`src/rtl/generic_pack.sv`:
```
// Shared types and constants for the RGB frame source and its pattern generator.
package generic_pack;

  typedef enum logic [1:0] {
    RAMP  = 2'd0,
    BARS  = 2'd1,
    CHECK = 2'd2,
    SOLID = 2'd3
  } rgb_pattern_e;

  typedef enum logic [2:0] {
    IDLE   = 3'd0,
    ACTIVE = 3'd1,
    HBLANK = 3'd2,
    VBLANK = 3'd3,
    DONE   = 3'd4
  } src_state_e;

  // Colour-bar order, left to right, as {R,G,B}.
  localparam logic [23:0] BAR_COLOURS [8] = '{
    24'hFFFFFF, 24'hFFFF00, 24'h00FFFF, 24'h00FF00,
    24'hFF00FF, 24'hFF0000, 24'h0000FF, 24'h000000
  };

endpackage

```
`src/rtl/rgb_frame_source_pattern_gen.sv`:
```
// Combinational pattern map: (mode, x, y, bar index, solid colour) -> {R,G,B}.
// Only the low coordinate bits matter to every pattern, so only those come in.
module rgb_pattern_gen
  import generic_pack::*;
(
  input  rgb_pattern_e mode,
  input  logic [7:0]   x,
  input  logic [7:0]   y,
  input  logic [2:0]   bar_idx,
  input  logic [23:0]  solid,
  output logic [23:0]  rgb
);

  logic [7:0] diag;

  // Select the pixel colour for the requested pattern.
  always_comb begin
    rgb  = 24'h000000;
    diag = x + y;
    case (mode)
      RAMP:    rgb = {x, y, diag};
      BARS:    rgb = BAR_COLOURS[bar_idx];
      CHECK:   rgb = (x[3] ^ y[3]) ? 24'hFFFFFF : 24'h000000;
      SOLID:   rgb = solid;
      default: rgb = 24'h000000;
    endcase
  end

endmodule

```
`src/rtl/rgb_frame_source.sv`:
```
// Pixel-stream source: W x H frames of valid/RGB with line and frame blanking.
// Handshake: none upstream; valid is a pure strobe (no ready), one pixel per
// cycle while valid=1, and the downstream consumer must accept every beat.
module rgb_frame_source
  import generic_pack::*;
#(
  parameter int IMG_WIDTH  = 400,
  parameter int IMG_HEIGHT = 300,
  parameter int H_BLANK    = 16,
  parameter int V_BLANK    = 4,
  parameter int FRAMES     = 1
) (
  input  logic        pixclk,
  input  logic        reset,
  input  logic        start,
  input  logic [1:0]  mode,
  input  logic [23:0] solid_rgb,
  output logic        valid,
  output logic [7:0]  oRed,
  output logic [7:0]  oGreen,
  output logic [7:0]  oBlue,
  output logic        sof,
  output logic        eol,
  output logic [15:0] x_coord,
  output logic [15:0] y_coord,
  output logic        busy,
  output logic        done,
  output logic [15:0] frame_cnt,
  output src_state_e  dbg_state
);

  localparam logic [15:0] LAST_X   = 16'(IMG_WIDTH - 1);
  localparam logic [15:0] LAST_Y   = 16'(IMG_HEIGHT - 1);
  localparam logic [15:0] LAST_HB  = 16'(H_BLANK - 1);
  localparam logic [15:0] LAST_VB  = 16'(V_BLANK - 1);
  localparam logic [15:0] LAST_BAR = 16'(IMG_WIDTH / 8 - 1);

  src_state_e   state, state_n;
  rgb_pattern_e mode_q, mode_n;
  logic [23:0]  solid_q, solid_n;
  logic [15:0]  x_n, y_n, frame_n;
  logic [15:0]  blank_cnt, blank_n;
  logic [15:0]  bar_cnt, bar_cnt_n;
  logic [2:0]   bar_idx, bar_idx_n;
  logic [23:0]  pix;
  logic         act_n;

  assign dbg_state = state;
  assign act_n     = (state_n == ACTIVE);

  // Pattern is evaluated on the next-cycle coordinates so the colour lands
  // in the same register stage as valid/x/y.
  rgb_pattern_gen u_pattern (
    .mode    (mode_n),
    .x       (x_n[7:0]),
    .y       (y_n[7:0]),
    .bar_idx (bar_idx_n),
    .solid   (solid_n),
    .rgb     (pix)
  );

  // Next-state and next-counter logic.
  always_comb begin
    state_n   = state;
    x_n       = x_coord;
    y_n       = y_coord;
    frame_n   = frame_cnt;
    blank_n   = blank_cnt;
    bar_cnt_n = bar_cnt;
    bar_idx_n = bar_idx;
    mode_n    = mode_q;
    solid_n   = solid_q;
    case (state)
      IDLE: begin
        if (start) begin
          state_n   = ACTIVE;
          x_n       = 16'd0;
          y_n       = 16'd0;
          frame_n   = 16'd0;
          bar_cnt_n = 16'd0;
          bar_idx_n = 3'd0;
          mode_n    = rgb_pattern_e'(mode);
          solid_n   = solid_rgb;
        end
      end
      ACTIVE: begin
        if (x_coord == LAST_X) begin
          blank_n = 16'd0;
          if (y_coord == LAST_Y) begin
            state_n = VBLANK;
            frame_n = frame_cnt + 16'd1;
          end else begin
            state_n = HBLANK;
          end
        end else begin
          x_n = x_coord + 16'd1;
          // Bar counter replaces x/(W/8).
          if (bar_cnt == LAST_BAR) begin
            bar_cnt_n = 16'd0;
            bar_idx_n = bar_idx + 3'd1;
          end else begin
            bar_cnt_n = bar_cnt + 16'd1;
          end
        end
      end
      HBLANK: begin
        if (blank_cnt == LAST_HB) begin
          state_n   = ACTIVE;
          x_n       = 16'd0;
          y_n       = y_coord + 16'd1;
          bar_cnt_n = 16'd0;
          bar_idx_n = 3'd0;
        end else begin
          blank_n = blank_cnt + 16'd1;
        end
      end
      VBLANK: begin
        if (blank_cnt == LAST_VB) begin
          if (FRAMES != 0 && frame_cnt == 16'(FRAMES)) begin
            state_n = DONE;
          end else begin
            state_n   = ACTIVE;
            x_n       = 16'd0;
            y_n       = 16'd0;
            bar_cnt_n = 16'd0;
            bar_idx_n = 3'd0;
          end
        end else begin
          blank_n = blank_cnt + 16'd1;
        end
      end
      DONE:    state_n = IDLE;
      default: state_n = IDLE;
    endcase
  end

  // State, counters and all outputs registered; reset wins over start.
  always_ff @(posedge pixclk) begin
    if (!reset) begin
      state     <= IDLE;
      mode_q    <= RAMP;
      solid_q   <= 24'h000000;
      x_coord   <= 16'd0;
      y_coord   <= 16'd0;
      frame_cnt <= 16'd0;
      blank_cnt <= 16'd0;
      bar_cnt   <= 16'd0;
      bar_idx   <= 3'd0;
      valid     <= 1'b0;
      oRed      <= 8'd0;
      oGreen    <= 8'd0;
      oBlue     <= 8'd0;
      sof       <= 1'b0;
      eol       <= 1'b0;
      busy      <= 1'b0;
      done      <= 1'b0;
    end else begin
      state     <= state_n;
      mode_q    <= mode_n;
      solid_q   <= solid_n;
      x_coord   <= x_n;
      y_coord   <= y_n;
      frame_cnt <= frame_n;
      blank_cnt <= blank_n;
      bar_cnt   <= bar_cnt_n;
      bar_idx   <= bar_idx_n;
      valid     <= act_n;
      {oRed, oGreen, oBlue} <= act_n ? pix : 24'h000000;
      sof       <= act_n && (x_n == 16'd0) && (y_n == 16'd0);
      eol       <= act_n && (x_n == LAST_X);
      busy      <= (state_n != IDLE);
      done      <= (state_n == DONE);
    end
  end

endmodule

```
`config.mk`:
```
export PLATFORM = sky130hd
export DESIGN_NAME = rgb_frame_source
export DESIGN_NICKNAME = d
export VERILOG_FILES = /design/src/rtl/generic_pack.sv /design/src/rtl/rgb_frame_source_pattern_gen.sv /design/src/rtl/rgb_frame_source.sv
export SDC_FILE = /design/constraint.sdc
export NUM_CORES = 1
export LEC_CHECK = 0
export CAP_MARGIN = 20
export CORE_MARGIN = 3
export CORE_UTILIZATION = 59
export DETAILED_ROUTE_END_ITERATION = 16
export PLACE_DENSITY = 0.95
export SETUP_SLACK_MARGIN = 0.15
export SYNTH_ARGS = -nofsm -noshare
export SYNTH_HDL_FRONTEND = slang
export SYNTH_SLANG_ARGS = --single-unit
```
`constraint.sdc`:
```
create_clock -name pixclk -period 6.3 [get_ports pixclk]
set_input_delay 1.26 -clock pixclk [delete_from_list [all_inputs] [get_ports pixclk]]
set_output_delay 1.26 -clock pixclk [all_outputs]
set_load 0.005 [all_outputs]
```
# --- Word-level counts from Yosys, hierarchy flattened ---
# Memory sizes are Yosys's and may differ from the RTL's.
# Cells that the tools add are included.
word_totals:
  reg_bits: 141
  mem_bits_ro: 192
  input_bits: 29
  output_inout_bits: 80
  word_cells: 114
  memories: 1
memory_table:
  columns: ["memory", "words", "word_bits", "rd", "rd_ports_with_merged_regs", "wr", "line_no", "rtl"]
  rows:
  - ["(no name shown)", 8, 24, 1, 0, 0, "rgb_frame_source_pattern_gen.sv:22", "BARS: rgb = BAR_COLOURS[bar_idx];"]
classes:
  addsub: 7
  n_lt_le_gt_ge: 1
  eq_ne: 24
  mux: 47
  n_bitwise: 2
  n_reduce_logical: 15
ops:
  columns: ["operator", "count"]
  rows:
  - ["$mux W16", 20]
  - ["$pmux W16 S4", 2]
  - ["$mux W24", 5]
  - ["$pmux W16 S3", 2]
  - ["$pmux W24 S4", 1]
  - ["$add A16 B1 Y16 const B", 5]
  - ["$eq A16 B9 Y1 const B", 3]
  - ["$mux W3", 11]
  - ["$logic_not A16 Y1", 2]
  - ["$pmux W16 S2", 1]
  - ["$pmux W3 S4", 2]
  - ["$ne A2 B2 Y1 const B", 9]
  - ["$eq A16 B1 Y1 const B", 1]
  - ["$eq A16 B2 Y1 const B", 1]
  - ["$eq A16 B4 Y1 const B", 1]
  - ["$eq A16 B6 Y1 const B", 1]
  - ["$add A8 B8 Y8", 1]
  - ["$reduce_and A4 Y1", 2]
  - ["$eq A3 B1 Y1 const B", 2]
  - ["$eq A3 B2 Y1 const B", 2]
  - ["$reduce_and A6 Y1", 1]
  - ["$reduce_bool A3 Y1", 2]
  - ["$eq A2 B2 Y1 const B", 2]
  - ["$ge A4 B4 Y1 const B", 1]
  - ["other kinds (13)", 16]

# --- Logic depth before layout (Yosys ltp) ---
depth:
  depth_word: 9
  ltp_mapped: 17
  mapped_depth_nobuf: 17

# --- Hierarchy ---
# A second synthesis with hierarchy kept.
unflattened:
  hier_cells: 909
  hier_area_um2: 7534.7
by_module_without_submodules:
  columns: ["mod", "instances", "cells_per_inst", "area_each_um2", "seq_area_each_um2"]
  rows:
  - ["rgb_frame_source", 1, 747, 6551.3, 2822.7]
  - ["rgb_pattern_gen", 1, 162, 983.4, 0.0]

# --- Worst setup path before layout ---
# OpenSTA, ideal clock, no wires.
synth_path:
  path_kind: "flip-flop to flip-flop"
  start: "register x_coord[4]"
  end: "register oBlue[7]"
  setup_ps: 117
  t_arrival_ps: 3501
  t_required_ps: 6183
  slack_ps: 2682
  path_stages_with_launch: 16
  cell_sequence: "dfxtp_1 buf_6 or4_1 or4_4 nor2_1 nor3_4 o21ai_1 ha_1 a21o_1 a21o_1 a21oi_1 nor2_1 nor2_1 o21ai_0 xnor2_1 a32o_1"
synth_via:
  word_cells_on_any_way: 22
  cone_classes: "add/sub (2); eq/ne (2); mux (14); bitwise (2); reduce/logical (1); memory (1)"
synth_rtl:
  columns: ["item", "line_no", "rtl"]
  rows:
  - ["from (decl)", "rgb_frame_source.sv:24", "output logic [15:0] x_coord,"]
  - ["from (signal assigned)", "rgb_frame_source.sv:161", "x_coord <= x_n;"]
  - ["$eq A16 B9 Y1", "rgb_frame_source.sv:87", "if (x_coord == LAST_X) begin"]
  - ["$mux W16", "rgb_frame_source.sv:87", null]
  - ["$pmux W16 S4", "rgb_frame_source.sv:73", "case (state)"]
  - ["named net u_pattern.x[1]", "rgb_frame_source_pattern_gen.sv:7", "input logic [7:0] x,"]
  - ["$add A8 B8 Y8", "rgb_frame_source_pattern_gen.sv:19", "diag = x + y;"]
  - ["$pmux W24 S4", "rgb_frame_source_pattern_gen.sv:20", "case (mode)"]
  - ["to (signal assigned)", "rgb_frame_source.sv:168", "{oRed, oGreen, oBlue} <= act_n ? pix : 24'h000000;"]
  - ["to (decl)", "rgb_frame_source.sv:21", "output logic [7:0] oBlue,"]
# The timed path passes the listed nets, and every way through them passes these cells. The select of a mux whose other input is x is not followed.
# A chain may end at the register's enable or synchronous reset.

# --- Worst setup path in the final report ---
layout_path:
  start: "register state[1], in the netlist dbg_state[1]"
  end: "register oBlue[7]"
layout_via:
  word_cells_on_any_way: 28
  cone_classes: "add/sub (1); eq/ne (7); mux (14); bitwise (2); reduce/logical (3); memory (1)"
layout_rtl:
  columns: ["item", "line_no", "rtl"]
  rows:
  - ["from (decl)", "rgb_frame_source.sv:38", "src_state_e state, state_n;"]
  - ["from (signal assigned)", "rgb_frame_source.sv:158", "state <= state_n;"]
  - ["$eq A3 B2 Y1 (tied with other cells)", "rgb_frame_source.sv:73", null]
  - ["$pmux W16 S4 (*)", "rgb_frame_source.sv:73", null]
  - ["named net u_pattern.x[2]", "rgb_frame_source_pattern_gen.sv:7", null]
  - ["$add A8 B8 Y8 (*)", "rgb_frame_source_pattern_gen.sv:19", null]
  - ["$pmux W24 S4 (*)", "rgb_frame_source_pattern_gen.sv:20", null]
# Mark *: on every way through the listed nets, which the timed path passes. The rest lies on a longest branch. The select of a mux whose other input is x is not followed.

==> impl_results.md <==
- Status: complete, no violations
- Main area contributors after synthesis: dfxtp_1, nor2_1, mux2i_1
- Vias: 7,007
- CTS clk-pin slew, worst paths: 0.06 ns
- Final setup TNS: 0 ns
- Setup Skew: 0.0130 ns
- Post-synthesis xor/xnor area fraction: 4.70%
- Simple-Gate Fraction of Synth Area: 28.5%
- First-pass GRT wire length: 31.0 mm
- Crit path max fanout: 18
- DR WL/cell: 17.7 um
- Most common cell on crit path: nor2_1
- Worst hold slack: 0.495 ns
- Crit-path max cell delay: 0.74 ns
- Tcrit/Tclk final: 72.0%
- Total track usage: 29.1%
- Iter 0 DRT Violations: 770
- Slowest-stage cell, CP: a22o_1
- Full die area: 13,400 um2
- Fin worst setup slack: 1.76 ns
- Syn Nets: 895
- Pwr per Cell Area: 238 nW/um2
- Initial core utilization: 61.3%
- Commonest non-fill, non-tap cells in the layout: dfxtp_1, nor2_1, clkdlybuf4s50_1
- Largest net degree at the start of global routing: 56
- Max_cap viols: 0
- Vias in the first global route: 6,354
- Yosys cell types: 71
- Synth Cell Area: 7090 um2
- Largest family of logic cells by synthesized area: simple AND/OR/NAND/NOR gates
- CTS resizes: 0
- Worst Path Arrival: 4.85 ns
- Core footprint: 11,600 um2
- Share of cells above drive strength 1: 6.18%
- Critical path, cell by cell: nand2b_1 > nor2_1 > a22o_1 > nor2_1 > a31oi_1 > ha_1 > a21o_1 > a21oi_1 > nor2_1 > nor2_1 > o21ai_0 > xnor2_1 > a32o_1
- Post-synth ARST share: 0%
- Design Power: 2.10 mW
- Mux contribution to synthesized area: 4.59%
- First-pass iteration count of the detailed router: 6
- Slew @ Worst Pin: 0.914 ns
- Post-Synthesis Cells: 850
- Rel. slew slack: 38.9%
- Root Buffer: clkbuf_16
- Mean Syn Cell Area: 8.34 um2
- Setup WS pre-CTS: 1.87 ns
- Count of final hold-check violations: 0
- Total Wirelength: 19.5 mm
- Count of pins over their slew limit: 0
- Bufs on Longest Clock Path: 2
- Vias per std cell: 6.38
- Crit path launch type: flip-flop
- EDFF count, synth: 0
- Number of H-tree levels: 4
- Final ANT Viol Nets: 0
- Commonest non-fill, non-tap cell in the layout: dfxtp_1
- DRC: 0
- DIE HEIGHT: 116 um
- Rows: 39
- Count of buffers from port buffering: 108
- Initial antenna violation count: 0
- Register area share after synthesis: 39.8%
- DIE WIDTH: 116 um
- Post-layout minimum cycle time: 4.54 ns
- Post-synth top flop: dfxtp_1
- Layout Nets: 989
- Hold Path Class: flip-flop to flip-flop
- Pleak: 3.39 nW
- Postcts setup bufs: 0
- Worst VDD drop: 173 uV
- Num ports: 109
- RSZ-0062 raised after global routing: false
- Endpoints failing setup: 0
- Ant diodes: 0
- Hold-fix buffers at CTS: 0
- Endpoint class of the critical path: flip-flop
- Post-synthesis adder-cell area fraction: 2.93%
- Fmax: 220 MHz
- Critical path required time: 6.62 ns
- Leading area contributor after synthesis: dfxtp_1
- Clk_lat worst skew: 0.42 ns
- DP HPWL: 13.4 mm
- Grt ovf: 0
- Warnings from Yosys: 0
- Kind of critical path: flip-flop to flip-flop
- #FFs+latches synth: 141
- GP Congestion: 0.927
- CTS tree: yes
- CTS sink count: 141
- Synth Area in Compound Gates: 16.3%
- CTS Buf Count: 17
- Area Overhead vs Synth: 24.2%
- Share of Yosys cell area claimed by the top area cell type: 39.8%
-- routing by layer --
metal | track usage (%) | vias to the layer above | wire length (um)
met4 | 8.92 | 0 | 445
met5 | 0 | - | 0
met1 | 38.3 | 3332 | 8160
met3 | 8.93 | 53 | 1770
met2 | 46.1 | 364 | 9080
li1 | - | 3258 | -
-- kinds of logic (layout without fill, tap and decap cells) --
group | Yosys count | after routing
xor gates and xnor gates | 38 | 38
buffers and inverters | 56 | 161
muxes | 32 | 32
AOI/OAI and AO/OA | 177 | 177
adders and majority gates | 16 | 16
and+or+nand+nor | 390 | 390
DFF | 141 | 141
-- per-stage QoR --
step | cells | util, % | area [um2]
after floorplan | 850 | - | 7090
after global placement | 1067 | 71.1 | 8220
after detailed placement | 1067 | 71.1 | 8220
after CTS | 1097 | 76.1 | 8800
after global routing | 1098 | 76.1 | 8800
final | 1098 | 76.1 | 8800
-- flip-flops by register name (all words and copies together) (netlist names) --
| name | count |
|---|---|
| frame_cnt | 16 |
| done | 1 |
| y_coord | 16 |
| dbg_state | 3 |
| oRed | 8 |
| x_coord | 16 |
| eol | 1 |
| oBlue | 8 |
| bar_cnt | 16 |
| mode_q | 2 |
| solid_q | 24 |
| valid | 1 |
| blank_cnt | 16 |
| busy | 1 |
| sof | 1 |
| oGreen | 8 |
| bar_idx | 3 |
-- worst max-delay path: cells and delay by family (launching register included) --
kind / cells / cell delay [ns]
compound gates: 6 / 2.03
flops: 1 / 0.50
simple gates: 5 / 1.37
xor+xnor: 1 / 0.15
fa+ha+maj: 1 / 0.38
-- final cells by class --
cell class | instances | area [um2]
clock buffer | 19 | 453
clock inverter | 11 | 120
fill | 792 | 2760
inverter | 17 | 63.8
multi-input combinational | 653 | 4040
sequential | 141 | 2820
tap | 143 | 179
timing repair buffer | 114 | 1120
-- cells in the mapped netlist, types with 4 or more instances --
cell,count
a21o_1,6
clkbuf_1,30
and3_1,24
o21ai_0,51
and4_1,5
or4_1,6
or3_1,11
nor2b_1,9
nor3_1,26
a211o_1,5
a311oi_1,4
and2_1,29
nor2_1,120
nand4_1,22
mux2_2,4
inv_1,17
a21oi_1,38
nor4_1,16
nand3b_1,4
nand3_1,24
xnor2_1,13
buf_2,4
mux2i_1,28
xor2_1,25
a31oi_1,18
dfxtp_1,141
o21ai_2,4
o21ai_1,4
a22oi_1,4
a221oi_1,8
nor4b_1,4
nand2_1,69
ha_1,15
-- where the power goes --
group | switching, mW | leakage, nW | internal [mW]
registers | 0.0126 | 1.14 | 0.918
logic | 0.109 | 1.98 | 0.0852
clock network | 0.377 | 0.265 | 0.595
-- path summary, 6_finish.rpt --
path	start	to	slack [ns]	cells past startpoint
max	dbg_state[1]$_SDFF_PN0_	oBlue[7]$_SDFF_PN0_	1.76	13
min	solid_q[9]$_SDFF_PN0_	solid_q[9]$_SDFF_PN0_	0.49	2
max reg2reg	dbg_state[1]$_SDFF_PN0_	oBlue[7]$_SDFF_PN0_	1.76	13
min reg2reg	solid_q[9]$_SDFF_PN0_	solid_q[9]$_SDFF_PN0_	0.49	2
Power figures use the tool's default switching activity.
